<file path="config.mk">
export PLATFORM = sky130hd
export DESIGN_NAME = conv_window_gen_flat
export DESIGN_NICKNAME = d
export VERILOG_FILES = /design/src/rtl/conv_window_gen_pkg.sv /design/src/rtl/conv_window_gen_if.sv /design/src/rtl/conv_window_gen_pos_counter.sv /design/src/rtl/conv_window_gen.sv /design/src/flat_wrapper.sv
export SDC_FILE = /design/constraint.sdc
export NUM_CORES = 2
export LEC_CHECK = 0
export BUFFER_PORTS_ARGS = -buffer_cell sky130_fd_sc_hd__buf_2
export CORE_AREA = 2 2 315 317
export CTS_CLUSTER_SIZE = 10
export DETAILED_ROUTE_END_ITERATION = 10
export DIE_AREA = 0 0 317 319
export PLACE_DENSITY_LB_ADDON = 0.2
export SLEW_MARGIN = 20
export SYNTH_ARGS = -nofsm -noshare
export SYNTH_HDL_FRONTEND = slang
export SYNTH_SLANG_ARGS = --single-unit
</file>
<file path="constraint.sdc">
create_clock -name clk -period 4 [get_ports clk]
set_clock_uncertainty 0.15 [all_clocks]
set_input_delay 0 -clock clk [delete_from_list [all_inputs] [get_ports clk]]
set_output_delay 0 -clock clk [all_outputs]
set_load 0.05 [all_outputs]
</file>
<file path="src/rtl/conv_window_gen_pkg.sv">
// Shared types and constants for the 3x3 convolution window generator.
package conv_pkg;

  localparam int unsigned WIN_K     = 3;
  localparam int unsigned WIN_WORDS = WIN_K * WIN_K;

  typedef enum logic [1:0] {
    StIdle,
    StRun,
    StDrain,
    StDone
  } win_state_t;

endpackage

</file>
<file path="src/rtl/conv_window_gen_if.sv">
// Control, pixel-stream, line-buffer and window-stream signals of conv_window_gen.
interface conv_window_gen_if #(
  parameter int unsigned WIDTH = 64
);
  import conv_pkg::*;

  logic [7:0]                 cfg_cols;
  logic [7:0]                 cfg_rows;
  logic                       cfg_stride2;
  logic                       start;
  logic                       busy;
  logic                       done;
  logic                       in_valid;
  logic                       in_ready;
  logic [WIDTH-1:0]           in_pix;
  logic                       line_en;
  logic [7:0]                 line_depth;
  logic [WIDTH-1:0]           row1_pix;
  logic [WIDTH-1:0]           row2_pix;
  logic                       out_valid;
  logic                       out_ready;
  logic [WIN_WORDS*WIDTH-1:0] out_win;

  modport master (
    output cfg_cols, cfg_rows, cfg_stride2, start, in_valid, in_pix, row1_pix, row2_pix,
           out_ready,
    input  busy, done, in_ready, line_en, line_depth, out_valid, out_win
  );

  modport slave (
    input  cfg_cols, cfg_rows, cfg_stride2, start, in_valid, in_pix, row1_pix, row2_pix,
           out_ready,
    output busy, done, in_ready, line_en, line_depth, out_valid, out_win
  );

endinterface

</file>
<file path="src/rtl/conv_window_gen_pos_counter.sv">
// Raster column/row position tracking with last-pixel and window-emit flags.
module win_pos_counter (
  input  logic       clk,
  input  logic       rst,
  input  logic       clear,
  input  logic       advance,
  input  logic [7:0] cols,
  input  logic [7:0] rows,
  input  logic       stride2,
  output logic       emit,
  output logic       last
);

  logic [7:0] col_q;
  logic [7:0] row_q;
  logic       col_wrap;

  assign col_wrap = (col_q == cols - 8'd1);
  assign last     = col_wrap && (row_q == rows - 8'd1);
  // Valid padding: a window is complete once two full rows and columns precede it.
  assign emit     = (row_q >= 8'd2) && (col_q >= 8'd2) &&
                    (!stride2 || (!row_q[0] && !col_q[0]));

  always_ff @(posedge clk) begin
    if (rst || clear) begin
      col_q <= 8'd0;
      row_q <= 8'd0;
    end else if (advance) begin
      if (col_wrap) begin
        col_q <= 8'd0;
        row_q <= row_q + 8'd1;
      end else begin
        col_q <= col_q + 8'd1;
      end
    end
  end

endmodule

</file>
<file path="src/rtl/conv_window_gen.sv">
// Streaming 3x3 window generator fed by two row-delay line buffers.
module conv_window_gen
  import conv_pkg::*;
#(
  parameter int unsigned WIDTH    = 64,
  parameter int unsigned MAX_COLS = 128
) (
  input logic              clk,
  input logic              rst,
  conv_window_gen_if.slave bus
);

  win_state_t                 state;
  logic [7:0]                 cols_q;
  logic [7:0]                 rows_q;
  logic                       stride2_q;
  logic [WIDTH-1:0]           win_q [WIN_WORDS];
  logic [WIDTH-1:0]           win_d [WIN_WORDS];
  logic [WIN_WORDS*WIDTH-1:0] win_flat_d;
  logic                       advance;
  logic                       emit;
  logic                       last;
  logic                       cfg_ok;

  assign cfg_ok = (cols_q >= 8'd3) && (rows_q >= 8'd3) && ({24'd0, cols_q} <= MAX_COLS);

  assign bus.in_ready = (state == StRun) && cfg_ok && (!bus.out_valid || bus.out_ready);
  assign advance      = bus.in_valid && bus.in_ready;
  assign bus.line_en  = advance;

  win_pos_counter u_pos (
    .clk     (clk),
    .rst     (rst),
    .clear   (state == StIdle),
    .advance (advance),
    .cols    (cols_q),
    .rows    (rows_q),
    .stride2 (stride2_q),
    .emit    (emit),
    .last    (last)
  );

  // Row 0 (top) is the oldest row, so it comes from the deepest line buffer.
  always_comb begin
    for (int i = 0; i < WIN_K; i++) begin
      win_d[WIN_K*i]     = win_q[WIN_K*i + 1];
      win_d[WIN_K*i + 1] = win_q[WIN_K*i + 2];
      win_d[WIN_K*i + 2] = win_q[WIN_K*i + 2];
    end
    win_d[2] = bus.row2_pix;
    win_d[5] = bus.row1_pix;
    win_d[8] = bus.in_pix;
  end

  always_comb begin
    win_flat_d = '0;
    for (int k = 0; k < WIN_WORDS; k++) begin
      win_flat_d[k*WIDTH +: WIDTH] = win_d[k];
    end
  end

  always_ff @(posedge clk) begin
    if (rst) begin
      state          <= StIdle;
      cols_q         <= 8'd0;
      rows_q         <= 8'd0;
      stride2_q      <= 1'b0;
      bus.busy       <= 1'b0;
      bus.done       <= 1'b0;
      bus.out_valid  <= 1'b0;
      bus.out_win    <= '0;
      bus.line_depth <= 8'd0;
      for (int k = 0; k < WIN_WORDS; k++) begin
        win_q[k] <= '0;
      end
    end else begin
      bus.done <= 1'b0;
      if (advance) begin
        win_q <= win_d;
      end
      if (advance && emit) begin
        bus.out_valid <= 1'b1;
        bus.out_win   <= win_flat_d;
      end else if (bus.out_ready) begin
        bus.out_valid <= 1'b0;
      end

      unique case (state)
        StIdle: begin
          if (bus.start) begin
            cols_q         <= bus.cfg_cols;
            rows_q         <= bus.cfg_rows;
            stride2_q      <= bus.cfg_stride2;
            bus.line_depth <= bus.cfg_cols;
            bus.busy       <= 1'b1;
            state          <= StRun;
          end
        end
        StRun: begin
          if (!cfg_ok) begin
            bus.done <= 1'b1;
            bus.busy <= 1'b0;
            state    <= StDone;
          end else if (advance && last) begin
            state <= StDrain;
          end
        end
        StDrain: begin
          if (!bus.out_valid || bus.out_ready) begin
            bus.done <= 1'b1;
            bus.busy <= 1'b0;
            state    <= StDone;
          end
        end
        StDone:  state <= StIdle;
        default: state <= StIdle;
      endcase
    end
  end

endmodule

</file>
<file path="src/flat_wrapper.sv">
// flat-port wrapper written by rule: the top's interface ports become plain ports
module conv_window_gen_flat import conv_pkg::*;
#(
  parameter int unsigned WIDTH    = 64,
  parameter int unsigned MAX_COLS = 128
)
  (clk, rst, bus_cfg_cols, bus_cfg_rows, bus_cfg_stride2, bus_start, bus_in_valid, bus_in_pix, bus_row1_pix, bus_row2_pix, bus_out_ready, bus_busy, bus_done, bus_in_ready, bus_line_en, bus_line_depth, bus_out_valid, bus_out_win);
  conv_window_gen_if #(.WIDTH(WIDTH)) bus_i ();
  input logic clk;
  input logic rst;
  input wire logic [$bits(bus_i.cfg_cols)-1:0] bus_cfg_cols;
  input wire logic [$bits(bus_i.cfg_rows)-1:0] bus_cfg_rows;
  input wire logic [$bits(bus_i.cfg_stride2)-1:0] bus_cfg_stride2;
  input wire logic [$bits(bus_i.start)-1:0] bus_start;
  input wire logic [$bits(bus_i.in_valid)-1:0] bus_in_valid;
  input wire logic [$bits(bus_i.in_pix)-1:0] bus_in_pix;
  input wire logic [$bits(bus_i.row1_pix)-1:0] bus_row1_pix;
  input wire logic [$bits(bus_i.row2_pix)-1:0] bus_row2_pix;
  input wire logic [$bits(bus_i.out_ready)-1:0] bus_out_ready;
  output wire logic [$bits(bus_i.busy)-1:0] bus_busy;
  output wire logic [$bits(bus_i.done)-1:0] bus_done;
  output wire logic [$bits(bus_i.in_ready)-1:0] bus_in_ready;
  output wire logic [$bits(bus_i.line_en)-1:0] bus_line_en;
  output wire logic [$bits(bus_i.line_depth)-1:0] bus_line_depth;
  output wire logic [$bits(bus_i.out_valid)-1:0] bus_out_valid;
  output wire logic [$bits(bus_i.out_win)-1:0] bus_out_win;
  assign bus_i.cfg_cols = bus_cfg_cols;
  assign bus_i.cfg_rows = bus_cfg_rows;
  assign bus_i.cfg_stride2 = bus_cfg_stride2;
  assign bus_i.start = bus_start;
  assign bus_i.in_valid = bus_in_valid;
  assign bus_i.in_pix = bus_in_pix;
  assign bus_i.row1_pix = bus_row1_pix;
  assign bus_i.row2_pix = bus_row2_pix;
  assign bus_i.out_ready = bus_out_ready;
  assign bus_busy = bus_i.busy;
  assign bus_done = bus_i.done;
  assign bus_in_ready = bus_i.in_ready;
  assign bus_line_en = bus_i.line_en;
  assign bus_line_depth = bus_i.line_depth;
  assign bus_out_valid = bus_i.out_valid;
  assign bus_out_win = bus_i.out_win;
  conv_window_gen #(.WIDTH(WIDTH), .MAX_COLS(MAX_COLS)) u_core (.clk(clk), .rst(rst), .bus(bus_i));
endmodule
</file>
# Yosys cells after proc, flatten, opt, wreduce, memory -nomap -nowiden
# Index checks and enable logic that the tools add are counted.
# word_totals
input_bits	214
elab_cells	74
ff_bits	998
out_inout_bits	589
# classes
n_reduce_logical	25
add_sub_neg	4
eq_ne	9
order_cmp	5
n_mux	15
# ops
operator	n
greater-or-equal comparator 8 x 2 -> 1 bit, second input constant	4
adder 8 x 1 -> 8 bit, second input constant	2
equality test 8 bit	2
subtractor 8 x 1 -> 8 bit, second input constant	2
logical AND 1 bit	11
<= comparator 8 bit, second input constant	1
2-to-1 mux 2 bit	4
2-to-1 mux 8 bit	1
case mux 2 bit (4 select lines)	1
2-to-1 mux 1 bit	7
equality test 2 bit, second input constant	2
zero test 1 bit	4
!= test 2 bit, second input constant	2
AND reduction 2 bit	2
AND reduction 4 bit	1
logical OR 1 bit	3
!= test 3 bit, second input constant	1
case mux 1 bit (3 select lines)	1
AND reduction 3 bit	1
nonzero test 3 bit	1
equality test 2 x 1 -> 1 bit, second input constant	1
zero test 2 bit	1
!= test 2 x 1 -> 1 bit, second input constant	1
case mux 1 bit (2 select lines)	1
nonzero test 2 bit	1

# Longest topological paths before layout
# depth
word_depth	10
ltp_mapped	11
ltp_nobuf	9

# Modules after synthesis
# A second synthesis with hierarchy kept.
# unflattened
hier_cells	4462
area_unflattened_um2	35552.8
# modules_own_cells
module	area_each_um2	instances	seq_area_each_um2	cells_each
conv_window_gen	34176.5	1	19658.9	4288
win_pos_counter	1376.3	1	320.3	174

# Worst setup path before layout
# OpenSTA, ideal clock, no wires.
# synth_timing
path_kind	reg2reg
start	register, netlist name u_core.bus.line_depth[2]
end	register u_core.win_q (netlist bit u_core.win_d[118])
slack_ns	1.123
path_buffers	2
required_time_ns	3.780
setup_time_ns	0.070
period_less_slack_ns	2.877
path_stages_with_launch	9
t_arrival_ns	2.657
path_cell_list	dfxtp_1 or4_4 o31ai_4 nand4_4 inv_2 buf_2 buf_1 nand2_1 a21oi_1
# synth_rtl
element	line_no	text
to (signal assigned)	conv_window_gen.sv:79	win_q <= win_d;
to (decl)	conv_window_gen.sv:17	logic [WIDTH-1:0] win_q [WIN_WORDS];

==> metrics.md <==
| Metric | Value |
|---|---|
| Status | complete, no violations |
| Final Hold Fails | 0 |
| Setup WS post-layout | ~0.57 ns |
| Worst path bufs/invs | 3 |
| Initial Utilization | 0.398 |
| Placer Congestion | between 0.8 and 0.9 |
| Critical path's slowest cell | or4_4 |
| Detailed Route Iter0 Violations | ~2,100 |
| Worst Path Arrival | around 3.3 ns |
| Post-CTS setup repair buffer count | 0 |
| Nets | 5,777 |
| Worst-path fanout max | 170 |
| Mux cell area share after synthesis | 0 |
| Post-route ant nets | 0 |
| Final min period | about 3.4 ns |
| P_int | roughly 16 mW |
| Commonest non-fill, non-tap cell in the layout | nand2_1 |
| Drt first pass iters | 5 |
| Leakage | between 15 and 20 nW |
| Worst Path Class, Setup | flip-flop to output port |
| Startpoint type of the worst setup path | flip-flop |
| Post-Synth Adder-Cell Area | 0.00354 |
| Main combinational cell family by area after synthesis | simple AND/OR/NAND/NOR gates |
| Required @ worst endpoint | around 3.9 ns |
| Clk_lat worst skew | between 0.6 and 0.7 ns |
| XOR/XNOR Fraction of Synth Area | 0.00608 |
| Max incr delay on CP | ~0.6 ns |
| Die W | 317 µm |
| Syn_area_per_cell | slightly below 9 µm² |
| Post-CTS sizing | 0 |
| Hold buffers post-CTS | approximately 460 |
| Ys async rst share | 0 |
| Core area | 0.0977 mm² |
| Clock net sink count | approximately 1,000 |
| Buffer depth of the longest clock path | 3 |
| Post-Route WL | 118 mm |
| Die ar. | about 0.10 mm² |
| Sw Share | 0.249 |
| Total track usage | 0.225 |
| DP Area | 0.0431 mm² |
| Crit-path leading delay family | buffers and inverters |
| Total grt overflow | 0 |
| Final Setup Violations | 0 |
| Crit. End Element | output port |
| First-pass GRT wire length | between 150 and 200 mm |
| Ys flop type | dfxtp_1 |
| Die Y | 319 µm |
| Logic pwr share | 0.097 |
| Post-Place Worst Slack | between 0.8 and 0.9 ns |
| DR WL/cell | roughly 17 µm |
| Post-synth EDFFs | 0 |
| Vias per cell | 4.84 |
| PortBufs | roughly 800 |
| Post-Syn Nets | 4,672 |
| Largest net degree at the start of global routing | approximately 170 |
| H-tree level count | 3 |
| Post-synthesis compound-gate area fraction | 0.181 |
| DPL Wire Length | ~75 mm |
| Syn. warnings | 0 |
| Synth Instances | 4,447 |
| Total number of vias | around 33,000 |
| Netlist cell types | between 50 and 60 |
| Psw | approximately 5.4 mW |
| Cts bufs inserted | between 100 and 150 |
| Worst slew margin | 0.267 |
| Syn-to-layout area delta | 30.4% |
| VDD IR max | 350 µV |
| Simple-gate portion of the synthesized area | 0.234 |
| Most frequent cells in the layout | nand2_1, dfxtp_1, buf_2 |
| Max Cap Viol | 0 |
| Pwr/cell area | 425 mW/mm² |
| Setup TNS | 0 ns |
| Seq/Total Area, Yosys | 0.513 |
| CTS tree | yes |
| Initial antenna violation count | 2 |
| Share of total power in sequential cells | 0.480 |
| RSZ-0062 raised after global routing | false |
| Post-route cell area | between 0.05 and 0.06 mm² |
| Vias in the first global route | between 30,000 and 40,000 |
| Hold Path Class | input port to flip-flop |
| Max-slew violation count | 0 |
| Cell Area, Synth | ~0.039 mm² |
| Seq cells post-synth | around 1,000 |
| # rows | about 120 |
| Drc violations | 0 |
| Clock Pin Slew Worst Setup and Hold Paths | ~0.050 ns |
| Clock power frac | 0.423 |
| Layout cells sized above 1 | 0.359 |
| Final period utilization | 0.856 |
| # IOs | 803 |
| Fmax | 0.292 GHz |
| Worst Tran Pin Value | between 1 and 1.5 ns |
| Clk root buf | clkbuf_16 |
| Flop2flop setup slack | ~0.76 ns |
| Worst-path cell chain | or4_4 -> o31ai_4 -> nand4_4 -> inv_8 -> buf_12 -> buf_2 |
path summary, 6_finish.rpt:
path         cells past startpoint                      from                 endpoint
max                              6  u_core.bus.line_depth[2]              bus_line_en
min                              4          bus_row2_pix[13]  u_core.bus.out_win[141]
max reg2reg                      9  u_core.bus.line_depth[0]    u_core.u_pos.row_q[4]
min reg2reg                      2         u_core.win_d[177]  u_core.bus.out_win[433]
flip-flops by register name (all words and copies together) (netlist names), 2 cells and up:
register,flops
u_core.u_pos.row_q,8
u_core.u_pos.col_q,8
u_core.win_d,384
u_core.bus.out_win,576
u_core.state,2
u_core.bus.line_depth,8
u_core.rows_q,8
metrics by stage:
| stage | power, mW | cells | hold slack (ns) | utilization |
|---|---|---|---|---|
| global placement | 12.2 | 6266 | 0.0903 | 0.441 |
| detailed placement | 12.2 | 6266 | 0.0979 | 0.441 |
| finish | 21.5 | 6865 | 0.0495 | 0.519 |
| CTS | 21.8 | 6864 | 0.0181 | 0.519 |
| floorplan | 11.7 | 4447 | -0.0140 | - |
| global route | 22.4 | 6865 | 0.0538 | 0.519 |
routing by layer:
layer  track usage  wire [µm]  vias up
li1              -          -    16505
met1         0.276      49700    15582
met2         0.370      55500      885
met3        0.0602       7830      238
met4        0.0925       4720        0
met5             0          0        -
power groups by stage:
stage | combinational, mW | sequential [mW] | clock [mW]
floorplan | 1.10 | 10.6 | 0
global placement | 1.64 | 10.6 | 0
detailed placement | 1.65 | 10.6 | 0
CTS | 2.07 | 10.3 | 9.36
global route | 2.28 | 10.4 | 9.74
finish | 2.09 | 10.3 | 9.11
cells by family after synthesis:
kind of cell,count (synthesis)
AOI/OAI and AO/OA,1017
xor gates and xnor gates,27
adders and majority gates,11
buffers and inverters,346
DFF,998
and+or+nand+nor,2048
worst reg2reg max path, stage by stage, from the launching register on:
cell       delay [ns]
dfxtp_1          0.49
inv_1            0.08
ha_1             0.31
xor2_1           0.13
o211ai_1         0.10
a2111oi_0        0.55
nand4_1          0.54
buf_4            0.35
or3_1            0.34
a21oi_1          0.13
cell usage after synthesis, drive strengths merged, types with 2 or more instances:
cell | number | area [µm²]
o311ai | 2 | 17.5
nor3b | 2 | 15.0
nand3 | 9 | 45.0
o21a | 2 | 15.0
a2111oi | 2 | 17.5
a211oi | 2 | 15.0
nand3b | 2 | 15.0
or3 | 6 | 37.5
and3 | 2 | 12.5
clkbuf | 195 | 732
nor4 | 7 | 43.8
nand4 | 4 | 40.0
and2 | 2 | 12.5
nor2 | 24 | 97.6
a21oi | 987 | 6820
or2 | 3 | 21.3
o21ai | 8 | 40.0
o31ai | 2 | 28.8
nor3 | 5 | 25.0
xnor2 | 16 | 140
xor2 | 11 | 96.3
inv | 14 | 52.6
dfxtp | 998 | 20000
or4 | 5 | 48.8
ha | 11 | 138
nand2 | 1969 | 8640
buf | 137 | 1610
nand2b | 5 | 31.3
area by class of cell:
| type | instances | area [µm²] |
|---|---|---|
| fillers | 9200 | 47000 |
| multi-input cells | 3103 | 16500 |
| well taps | 1287 | 1610 |
| diodes | 1 | 2.50 |
| inverters | 14 | 60.1 |
| repair buffers | 1323 | 9460 |
| clock inverters | 8 | 118 |
| flip-flops and latches | 998 | 20000 |
| clock buffers | 131 | 2970 |
Note: power is estimated with default switching activity, not from simulation.
